`config.mk`:
```
export PLATFORM = sky130hd
export DESIGN_NAME = ifetch_queue
export DESIGN_NICKNAME = d
export VERILOG_FILES = /design/src/rtl/ifetch_queue_pkg.sv /design/src/rtl/ifq_fifo_mem.sv /design/src/rtl/ifetch_queue.sv
export SDC_FILE = /design/constraint.sdc
export NUM_CORES = 1
export LEC_CHECK = 0
export ABC_AREA = 1
export CAP_MARGIN = 20
export CORE_UTILIZATION = 50
export CTS_CLUSTER_SIZE = 10
export DETAILED_ROUTE_END_ITERATION = 8
export HOLD_SLACK_MARGIN = 0.05
export PLACE_DENSITY = 0.82
export SYNTH_ARGS = -nofsm -noshare
export SYNTH_HDL_FRONTEND = slang
export SYNTH_HIERARCHICAL = 1
export SYNTH_SLANG_ARGS = --single-unit
```
`constraint.sdc`:
```
create_clock -name clk -period 9.2 [get_ports clk]
set_input_delay 2.3 -clock clk [delete_from_list [all_inputs] [get_ports clk]]
set_output_delay 2.3 -clock clk [all_outputs]
set_load 0.05 [all_outputs]
```
`src/rtl/ifetch_queue_pkg.sv`:
```
// Shared core pipeline constants: fetch-queue defaults, instruction size and pointer sizing.
package ifetch_queue_pkg;

  localparam int unsigned IFQ_DEPTH    = 4;
  localparam logic [31:0] IFQ_RESET_PC = 32'h0000_0000;
  localparam int unsigned ILEN_BYTES   = 4;

  function automatic int unsigned ptr_width(input int unsigned depth);
    return (depth > 1) ? $clog2(depth) : 1;
  endfunction

endpackage

```
`src/rtl/ifq_fifo_mem.sv`:
```
// Fetch-queue storage: one write port, one asynchronous read port, no reset on the array.
module ifq_fifo_mem
  import ifetch_queue_pkg::*;
#(
  parameter int unsigned WIDTH = 64,
  parameter int unsigned DEPTH = IFQ_DEPTH,
  parameter int unsigned PW    = ptr_width(DEPTH)
) (
  input  logic             clk,
  input  logic             we,
  input  logic [PW-1:0]    waddr,
  input  logic [WIDTH-1:0] wdata,
  input  logic [PW-1:0]    raddr,
  output logic [WIDTH-1:0] rdata
);

  logic [WIDTH-1:0] mem_q [DEPTH];

  always_ff @(posedge clk) begin
    if (we) begin
      mem_q[waddr] <= wdata;
    end
  end

  assign rdata = mem_q[raddr];

endmodule

```
`src/rtl/ifetch_queue.sv`:
```
// Instruction fetch queue: credit-limited fetch requests, in-order responses, redirect flush.
// Define IFETCH_QUEUE_BYPASS_EN to forward a response straight to decode when the queue is empty.
module ifetch_queue
  import ifetch_queue_pkg::*;
#(
  parameter int unsigned           WIDTH_DATA = 32,
  parameter int unsigned           WIDTH_ADDR = 32,
  parameter int unsigned           DEPTH      = IFQ_DEPTH,
  parameter logic [WIDTH_ADDR-1:0] RESET_PC   = WIDTH_ADDR'(IFQ_RESET_PC)
) (
  input  logic                  clk,
  input  logic                  rst_n,
  input  logic                  redirect,
  input  logic [WIDTH_ADDR-1:0] redirect_pc,
  output logic                  mem_req,
  output logic [WIDTH_ADDR-1:0] mem_addr,
  input  logic                  mem_gnt,
  input  logic                  mem_rvalid,
  input  logic [WIDTH_DATA-1:0] mem_rdata,
  output logic                  instr_valid,
  output logic [WIDTH_DATA-1:0] instr,
  output logic [WIDTH_ADDR-1:0] instr_pc,
  output logic [WIDTH_ADDR-1:0] instr_pcplus4,
  input  logic                  instr_ready
);

  localparam int unsigned           PW      = ptr_width(DEPTH);
  localparam int unsigned           CW      = PW + 1;
  localparam int unsigned           EW      = WIDTH_DATA + WIDTH_ADDR;
  localparam logic [WIDTH_ADDR-1:0] STEP    = WIDTH_ADDR'(ILEN_BYTES);
  localparam logic [CW:0]           DEPTH_C = (CW + 1)'(DEPTH);

  logic [WIDTH_ADDR-1:0] fetch_pc_q, fetch_pc_d;
  logic [WIDTH_ADDR-1:0] resp_pc_q, resp_pc_d;
  logic [CW-1:0]         count_q, count_d;
  logic [CW-1:0]         inflight_q, inflight_d;
  logic [CW-1:0]         discard_q, discard_d;
  logic [PW-1:0]         wr_ptr_q, wr_ptr_d;
  logic [PW-1:0]         rd_ptr_q, rd_ptr_d;
  logic [EW-1:0]         rd_entry;
  logic                  grant, resp_live, push, pop, bypass;

  // Credit: queued words plus outstanding requests never exceed the queue depth.
  assign mem_req  = rst_n & ~redirect & (({1'b0, count_q} + {1'b0, inflight_q}) < DEPTH_C);
  assign mem_addr = fetch_pc_q;
  assign grant    = mem_req & mem_gnt;

  // A response is kept only if it belongs to the current path.
  assign resp_live = mem_rvalid & ~redirect & (discard_q == '0);

  always_comb begin
    instr_valid = 1'b0;
    instr       = '0;
    instr_pc    = '0;
    bypass      = 1'b0;
    if (count_q != '0) begin
      instr_valid = 1'b1;
      instr       = rd_entry[WIDTH_DATA-1:0];
      instr_pc    = rd_entry[WIDTH_DATA +: WIDTH_ADDR];
    end
`ifdef IFETCH_QUEUE_BYPASS_EN
    else if (rst_n && resp_live && instr_ready) begin
      bypass      = 1'b1;
      instr_valid = 1'b1;
      instr       = mem_rdata;
      instr_pc    = resp_pc_q;
    end
`endif
  end

  assign instr_pcplus4 = instr_pc + STEP;

  assign pop  = instr_valid & instr_ready & ~redirect & ~bypass;
  assign push = resp_live & ~bypass;

  always_comb begin
    fetch_pc_d = fetch_pc_q;
    resp_pc_d  = resp_pc_q;
    count_d    = count_q;
    discard_d  = discard_q;
    wr_ptr_d   = wr_ptr_q;
    rd_ptr_d   = rd_ptr_q;
    inflight_d = inflight_q + CW'(grant) - CW'(mem_rvalid);
    if (redirect) begin
      fetch_pc_d = redirect_pc & ~WIDTH_ADDR'(3);
      resp_pc_d  = redirect_pc & ~WIDTH_ADDR'(3);
      count_d    = '0;
      wr_ptr_d   = '0;
      rd_ptr_d   = '0;
      // Everything still outstanding after this edge is old-path traffic.
      discard_d  = inflight_d;
    end else begin
      if (grant) begin
        fetch_pc_d = fetch_pc_q + STEP;
      end
      if (mem_rvalid && (discard_q != '0)) begin
        discard_d = discard_q - CW'(1);
      end
      if (resp_live) begin
        resp_pc_d = resp_pc_q + STEP;
      end
      if (push) begin
        wr_ptr_d = wr_ptr_q + PW'(1);
      end
      if (pop) begin
        rd_ptr_d = rd_ptr_q + PW'(1);
      end
      count_d = count_q + CW'(push) - CW'(pop);
    end
  end

  always_ff @(posedge clk or negedge rst_n) begin
    if (!rst_n) begin
      fetch_pc_q <= RESET_PC;
      resp_pc_q  <= RESET_PC;
      count_q    <= '0;
      inflight_q <= '0;
      discard_q  <= '0;
      wr_ptr_q   <= '0;
      rd_ptr_q   <= '0;
    end else begin
      fetch_pc_q <= fetch_pc_d;
      resp_pc_q  <= resp_pc_d;
      count_q    <= count_d;
      inflight_q <= inflight_d;
      discard_q  <= discard_d;
      wr_ptr_q   <= wr_ptr_d;
      rd_ptr_q   <= rd_ptr_d;
    end
  end

  ifq_fifo_mem #(
    .WIDTH(EW),
    .DEPTH(DEPTH),
    .PW   (PW)
  ) u_mem (
    .clk  (clk),
    .we   (push),
    .waddr(wr_ptr_q),
    .wdata({resp_pc_q, mem_rdata}),
    .raddr(rd_ptr_q),
    .rdata(rd_entry)
  );

`ifndef SYNTHESIS
  a_no_overflow: assert property (@(posedge clk) disable iff (!rst_n)
    !(push && !pop && (count_q == CW'(DEPTH))));
  a_rvalid_expected: assert property (@(posedge clk) disable iff (!rst_n)
    !(mem_rvalid && (inflight_q == '0)));
`endif

endmodule

```
# Word-level counts from Yosys, hierarchy flattened
# Memories as Yosys holds them, arrays and structs flattened.
# Cells that the tools add are included.
# word_totals
ff_bits	77
ram_bits	256
elab_cells	52
n_memories	1
# mem_list
memory	depth	word_bits	read_ports	rd_ports_with_merged_regs	write_ports	line_no	source
u_mem.mem_q	4	64	1	0	1	ifq_fifo_mem.sv:17	logic [WIDTH-1:0] mem_q [DEPTH];
# op_classes
addsub	11
order_cmp	1
muxes	16
n_bitwise	8
n_reduce_logical	8
# ops
operator	count
2-to-1 mux 32 bit	6
adder 32 x 3 -> 32 bit (second input constant)	3
2-to-1 mux 3 bit	3
2-to-1 mux 2 bit	4
nonzero test 2 bit	4
bitwise AND 1 bit	7
adder 3 x 1 -> 3 bit	2
nonzero test 3 bit	2
subtractor 3 x 1 -> 3 bit	2
adder 2 x 1 -> 2 bit (second input constant)	2
adder 3 x 3 -> 4 bit	1
< comparator 4 x 3 -> 1 bit (second input constant)	1
zero test 3 bit	1
2-to-1 mux 1 bit	3
subtractor 3 x 1 -> 3 bit (second input constant)	1
logical AND 1 bit	1
inverter 1 bit	1

# Longest topological paths before layout
# depth
ltp_word	7
mapped_depth	17
ltp_nobuf	15

# Modules after synthesis
# Netlist, hierarchy kept.
# by_module_without_submodules
mod	instances	cells_per_inst	area_each_um2
ifq_fifo_mem	1	1010	10761.6
ifetch_queue	1	1057	6470.0

# Worst setup path before layout
# Ideal clock, no wire load.
# synth_timing
path_kind	in2reg
start	input redirect
end	memory u_mem.mem_q[1][0] (enable)
arrival_time_ps	7373
required_time_ps	8635
setup_slack_ps	1262
path_stages	7
n_path_buf	2
cell_sequence	buf_2 inv_4 nand2_1 clkinv_1 buf_4 inv_1 nor3_1
# synth_between
elab_chain_cells	5
# synth_lines
element	line_no	source
start, declared	ifetch_queue.sv:13	input logic redirect,
inverter 1 bit	ifetch_queue.sv:49	assign resp_live = mem_rvalid & ~redirect & (discard_q == '0);
bitwise AND 1 bit (2 in series)	ifetch_queue.sv:49	
net push	ifetch_queue.sv:41	logic grant, resp_live, push, pop, bypass;
2-to-1 mux 1 bit	ifq_fifo_mem.sv:20	if (we) begin
2-to-1 mux 1 bit (implied by the code)	ifq_fifo_mem.sv:21	mem_q[waddr] <= wdata;
end, declared	ifq_fifo_mem.sv:17	
# The timed path passes the listed nets, and every way through them passes these cells.

# Final worst setup path
# layout_timing
start	register rd_ptr_q[0]
end	output instr_pcplus4[16]
# layout_between
elab_chain_cells	3
# layout_lines
element	line_no	source
start, declared	ifetch_queue.sv:39	logic [PW-1:0] rd_ptr_q, rd_ptr_d;
start signal, assigned	ifetch_queue.sv:128	rd_ptr_q <= rd_ptr_d;
memory read (4 x 64 bit)	n/a	
net rd_entry[34]	ifetch_queue.sv:40	logic [EW-1:0] rd_entry;
2-to-1 mux 32 bit	ifetch_queue.sv:56	if (count_q != '0) begin
adder 32 x 3 -> 32 bit	ifetch_queue.sv:71	assign instr_pcplus4 = instr_pc + STEP;
end, declared	ifetch_queue.sv:23	output logic [WIDTH_ADDR-1:0] instr_pcplus4,
# The timed path passes the listed nets, and every way through them passes these cells.

==> results.sh <==
export IMPL_syn_avg_cell_area_um2=8.336
export IMPL_global_route_overflow_total=0
export IMPL_slew_violations=0
export IMPL_numClockSinks=329
export IMPL_worst_ir_drop_vdd_mv=0.2035
export IMPL_ios=200
export IMPL_summed_negative_setup_slack_over_all_endpoints_ps=0
export IMPL_route_detailed_wl_per_inst_um=15.83
export IMPL_synthDistinctLibCells=45
export IMPL_achievable_frequency_mhz=141.5
export IMPL_portion_of_the_post_synthesis_area_used_by_sequential_elements_pct=55.21
export IMPL_cellPowerDensity_mw_per_mm2=277.6
export IMPL_timing_final_hold_violations=0
export IMPL_tritoncts="done"
export IMPL_rows=67
export IMPL_placedCellCount=2659
export IMPL_hp_start="inflight_q[0]"
export IMPL_cts_hold_buffers=0
export IMPL_initial_utilization_pct=51.13
export IMPL_synth_async_sr_flop_share_pct=22.19
export IMPL_measured_slew_at_the_worst_slew_check_pin_ps=1069
export IMPL_synthFlopType="sky130_fd_sc_hd__edfxtp_1"
export IMPL_setup_ws_ps=2134
export IMPL_cts_buffers_inserted=39
export IMPL_timing_critical_path_mode_cell="sky130_fd_sc_hd__nand2_1"
export IMPL_critPathLaunchType="flop"
export IMPL_cp_slowest_cell="sky130_fd_sc_hd__clkdlybuf4s50_1"
export IMPL_dieHeight_um=187.6
export IMPL_finalWeightedCongestion=0.9154
export IMPL_cts_root_buf="sky130_fd_sc_hd__clkbuf_16"
export IMPL_worstHoldPathCells=1
export IMPL_initial_antenna_violation_count=4
export IMPL_core_area_mm2=0.03370
export IMPL_vias_per_cell=5.180
export IMPL_largest_net_degree_at_the_start_of_global_routing=103
export IMPL_final_antenna_net_count=0
export IMPL_drt_drc_violations_left=0
export IMPL_clock_skew_after_layout_ps=17.73
export IMPL_num_vias=14090
export IMPL_final_cells=2719
export IMPL_grt_pass1_vias=13720
export IMPL_synthDominantAreaCellType="sky130_fd_sc_hd__edfxtp_1"
export IMPL_synthesis_area_mm2=0.01723
export IMPL_ctsLongestPathBuffers=3
export IMPL_slew_limit_headroom_pct=28.75
export IMPL_drive_above_1_share_pct=4.894
export IMPL_worstHoldEndpoint="inflight_q[0]"
export IMPL_synth_top_cells_by_count="sky130_fd_sc_hd__nand2_1, sky130_fd_sc_hd__inv_1, sky130_fd_sc_hd__edfxtp_1"
export IMPL_ys_warn_count=6
export IMPL_dpl_hpwl_um=28110
export IMPL_fin_nets=2335
export IMPL_die_width_um=187.6
export IMPL_clkSlewWorstSetupHoldPaths_ps=60
export IMPL_ys_seq_elements=329
export IMPL_post_cts_resized_instances=0
export IMPL_total_power_consumption_mw=5.695
export IMPL_rsz_0062_raised_after_global_routing="false"
export IMPL_final_seq_area_mm2=0.009519
export IMPL_nFillCells=2774
export IMPL_p_leak_nw=9.359
export IMPL_layout_area_overhead_vs_synth_pct=19.07
export IMPL_timing_hold_worst_class="reg2reg"
export IMPL_numPortBuffers=195
export IMPL_status="finished clean"
export IMPL_fin_crit_ps=7066
export IMPL_synthTopCellsByArea="sky130_fd_sc_hd__edfxtp_1, sky130_fd_sc_hd__nand2_1, sky130_fd_sc_hd__dfrtp_1"
export IMPL_critPathKind="reg2out"
export IMPL_drtPass1Iterations=8
export IMPL_die_area_mm2=0.03521
export IMPL_multi_input_area_mm2=0.005707
export IMPL_cp_required_ps=6900
export IMPL_route_final_wire_length_um=43050
export IMPL_max_cap_violations=0
export IMPL_post_cts_buffers=0
export IMPL_regToRegEndpoint="u_mem/mem_q[0][29]"
export IMPL_ff2ff_setup_slack_ps=6090
export IMPL_dp_worst_setup_slack_ps=2606
export IMPL_synthesized_netlist_cell_count=2067
export IMPL_synth_top_area_share_pct=44.61
export IMPL_global_route_wire_length_before_repair_um=68580
export IMPL_cts_htree_levels=2
export IMPL_critPathArrivalTime_ps=4770
export IMPL_worstSkewPairLatency_ps=520
export IMPL_critical_path_reg2reg_startpoint="discard_q[0]"
export IMPL_r2r_cells=9
export IMPL_crit_path_cell_trace="clkinv_2 -> nand2_1 -> nand3_1 -> nand2_1 -> nand2_1 -> inv_1 -> ha_1 -> nand2_1 -> nand3b_2 -> nor2_1 -> nand2_2 -> nor2_4 -> xor2_1 -> clkdlybuf4s50_1"
export IMPL_period_share_pct=76.81
export IMPL_grt_util_all_layers_pct=24.55
export IMPL_synthMostInstantiatedCell="sky130_fd_sc_hd__nand2_1"
export IMPL_crit_path_end_kind="output pin"
export IMPL_synth_enable_flop_cells=256
export IMPL_setup_viol=0
export IMPL_crit_path_max_incr_delay_ps=820
export IMPL_detailedRoute_firstIterationViolations=1346
export IMPL_timing_critical_path_fanout_max=51
## final cells by class
class | count | share of cell area (%)
diodes | 3 | 0.03659
clock buffers | 52 | 4.994
clock inverters | 5 | 0.1769
inverters | 436 | 7.995
multi-input cells | 1241 | 27.81
flip-flops and latches | 329 | 46.40
well taps | 448 | 2.732
repair buffers | 205 | 9.855
## state kept, by name (all words and copies together) (netlist names)
| register | cells |
|---|---|
| u_mem/mem_q | 256 |
| discard_q | 3 |
| resp_pc_q | 30 |
| wr_ptr_q | 2 |
| count_q | 3 |
| rd_ptr_q | 2 |
| inflight_q | 3 |
| mem_addr | 30 |
## per-stage QoR
step	cell area (um2)	utilization, %	hold slack (ps)
detailed placement	19450	57.71	528.4
floorplan	17270	-	496.7
global placement	19450	57.71	522.2
global route	20510	60.86	546.9
finish	20520	60.88	539.9
CTS	20510	60.86	543.0
## worst max-delay path by stage
stage                           start           endpoint  cells past startpoint
after floorplan              redirect  u_mem/mem_q[1][0]                      7
final                     rd_ptr_q[0]  instr_pcplus4[16]                     14
after CTS                 rd_ptr_q[0]  instr_pcplus4[16]                     14
after detailed placement     redirect            mem_req                      5
after global routing      rd_ptr_q[0]  instr_pcplus4[24]                     15
after global placement       redirect            mem_req                      5
## power by group
group          leakage (nW)  total, mW  switching (mW)  internal [mW]
sequential             3.20       1.88           0.139           1.74
combinational          5.64       2.50            1.78          0.714
clock                 0.517       1.32           0.551          0.772
## worst max-delay path, delay by kind of cell (launching register included)
| family | cells | cell delay, ps |
|---|---|---|
| simple gates | 9 | 1550 |
| xor+xnor | 1 | 160 |
| fa+ha+maj | 1 | 300 |
| flops | 1 | 640 |
| buf+inv | 3 | 1610 |
## placed cells by master (no fill, tap or decap), drive strengths merged, types with 4 or more instances in the layout
master         count
nand2            640
inv              437
edfxtp           256
nand3            241
clkdlybuf4s50    194
nor2             175
dfrtp             73
clkbuf            52
o21ai             46
xor2              27
nor3              15
a21oi             14
o211ai            13
nand4             11
ha                11
buf               11
conb              10
nand3b             8
o21bai             6
xnor2              4
or2                4
a31oi              4
clkinv             4
## per-layer routing
metal  GRT usage, %  wire [um]  vias to the layer above
met1          32.28      17590                     6581
met3          4.305       3782                       85
met2          41.05      20550                      635
li1               -          -                     6782
met4          8.318       1123                        2
met5              0          8                        -
## cell families (layout without fill, tap and decap cells)
logic type | count (synthesis) | count (layout) | synth area share [%]
simple gates | 1098 | 1098 | 27.19
buf+inv | 506 | 698 | 11.98
flops | 329 | 329 | 55.21
compound gates | 89 | 89 | 2.984
xor+xnor | 31 | 31 | 1.576
fa+ha+maj | 13 | 13 | 1.031
other cells | 1 | 13 | 0.02176
Note: power is estimated with default switching activity, not from simulation.
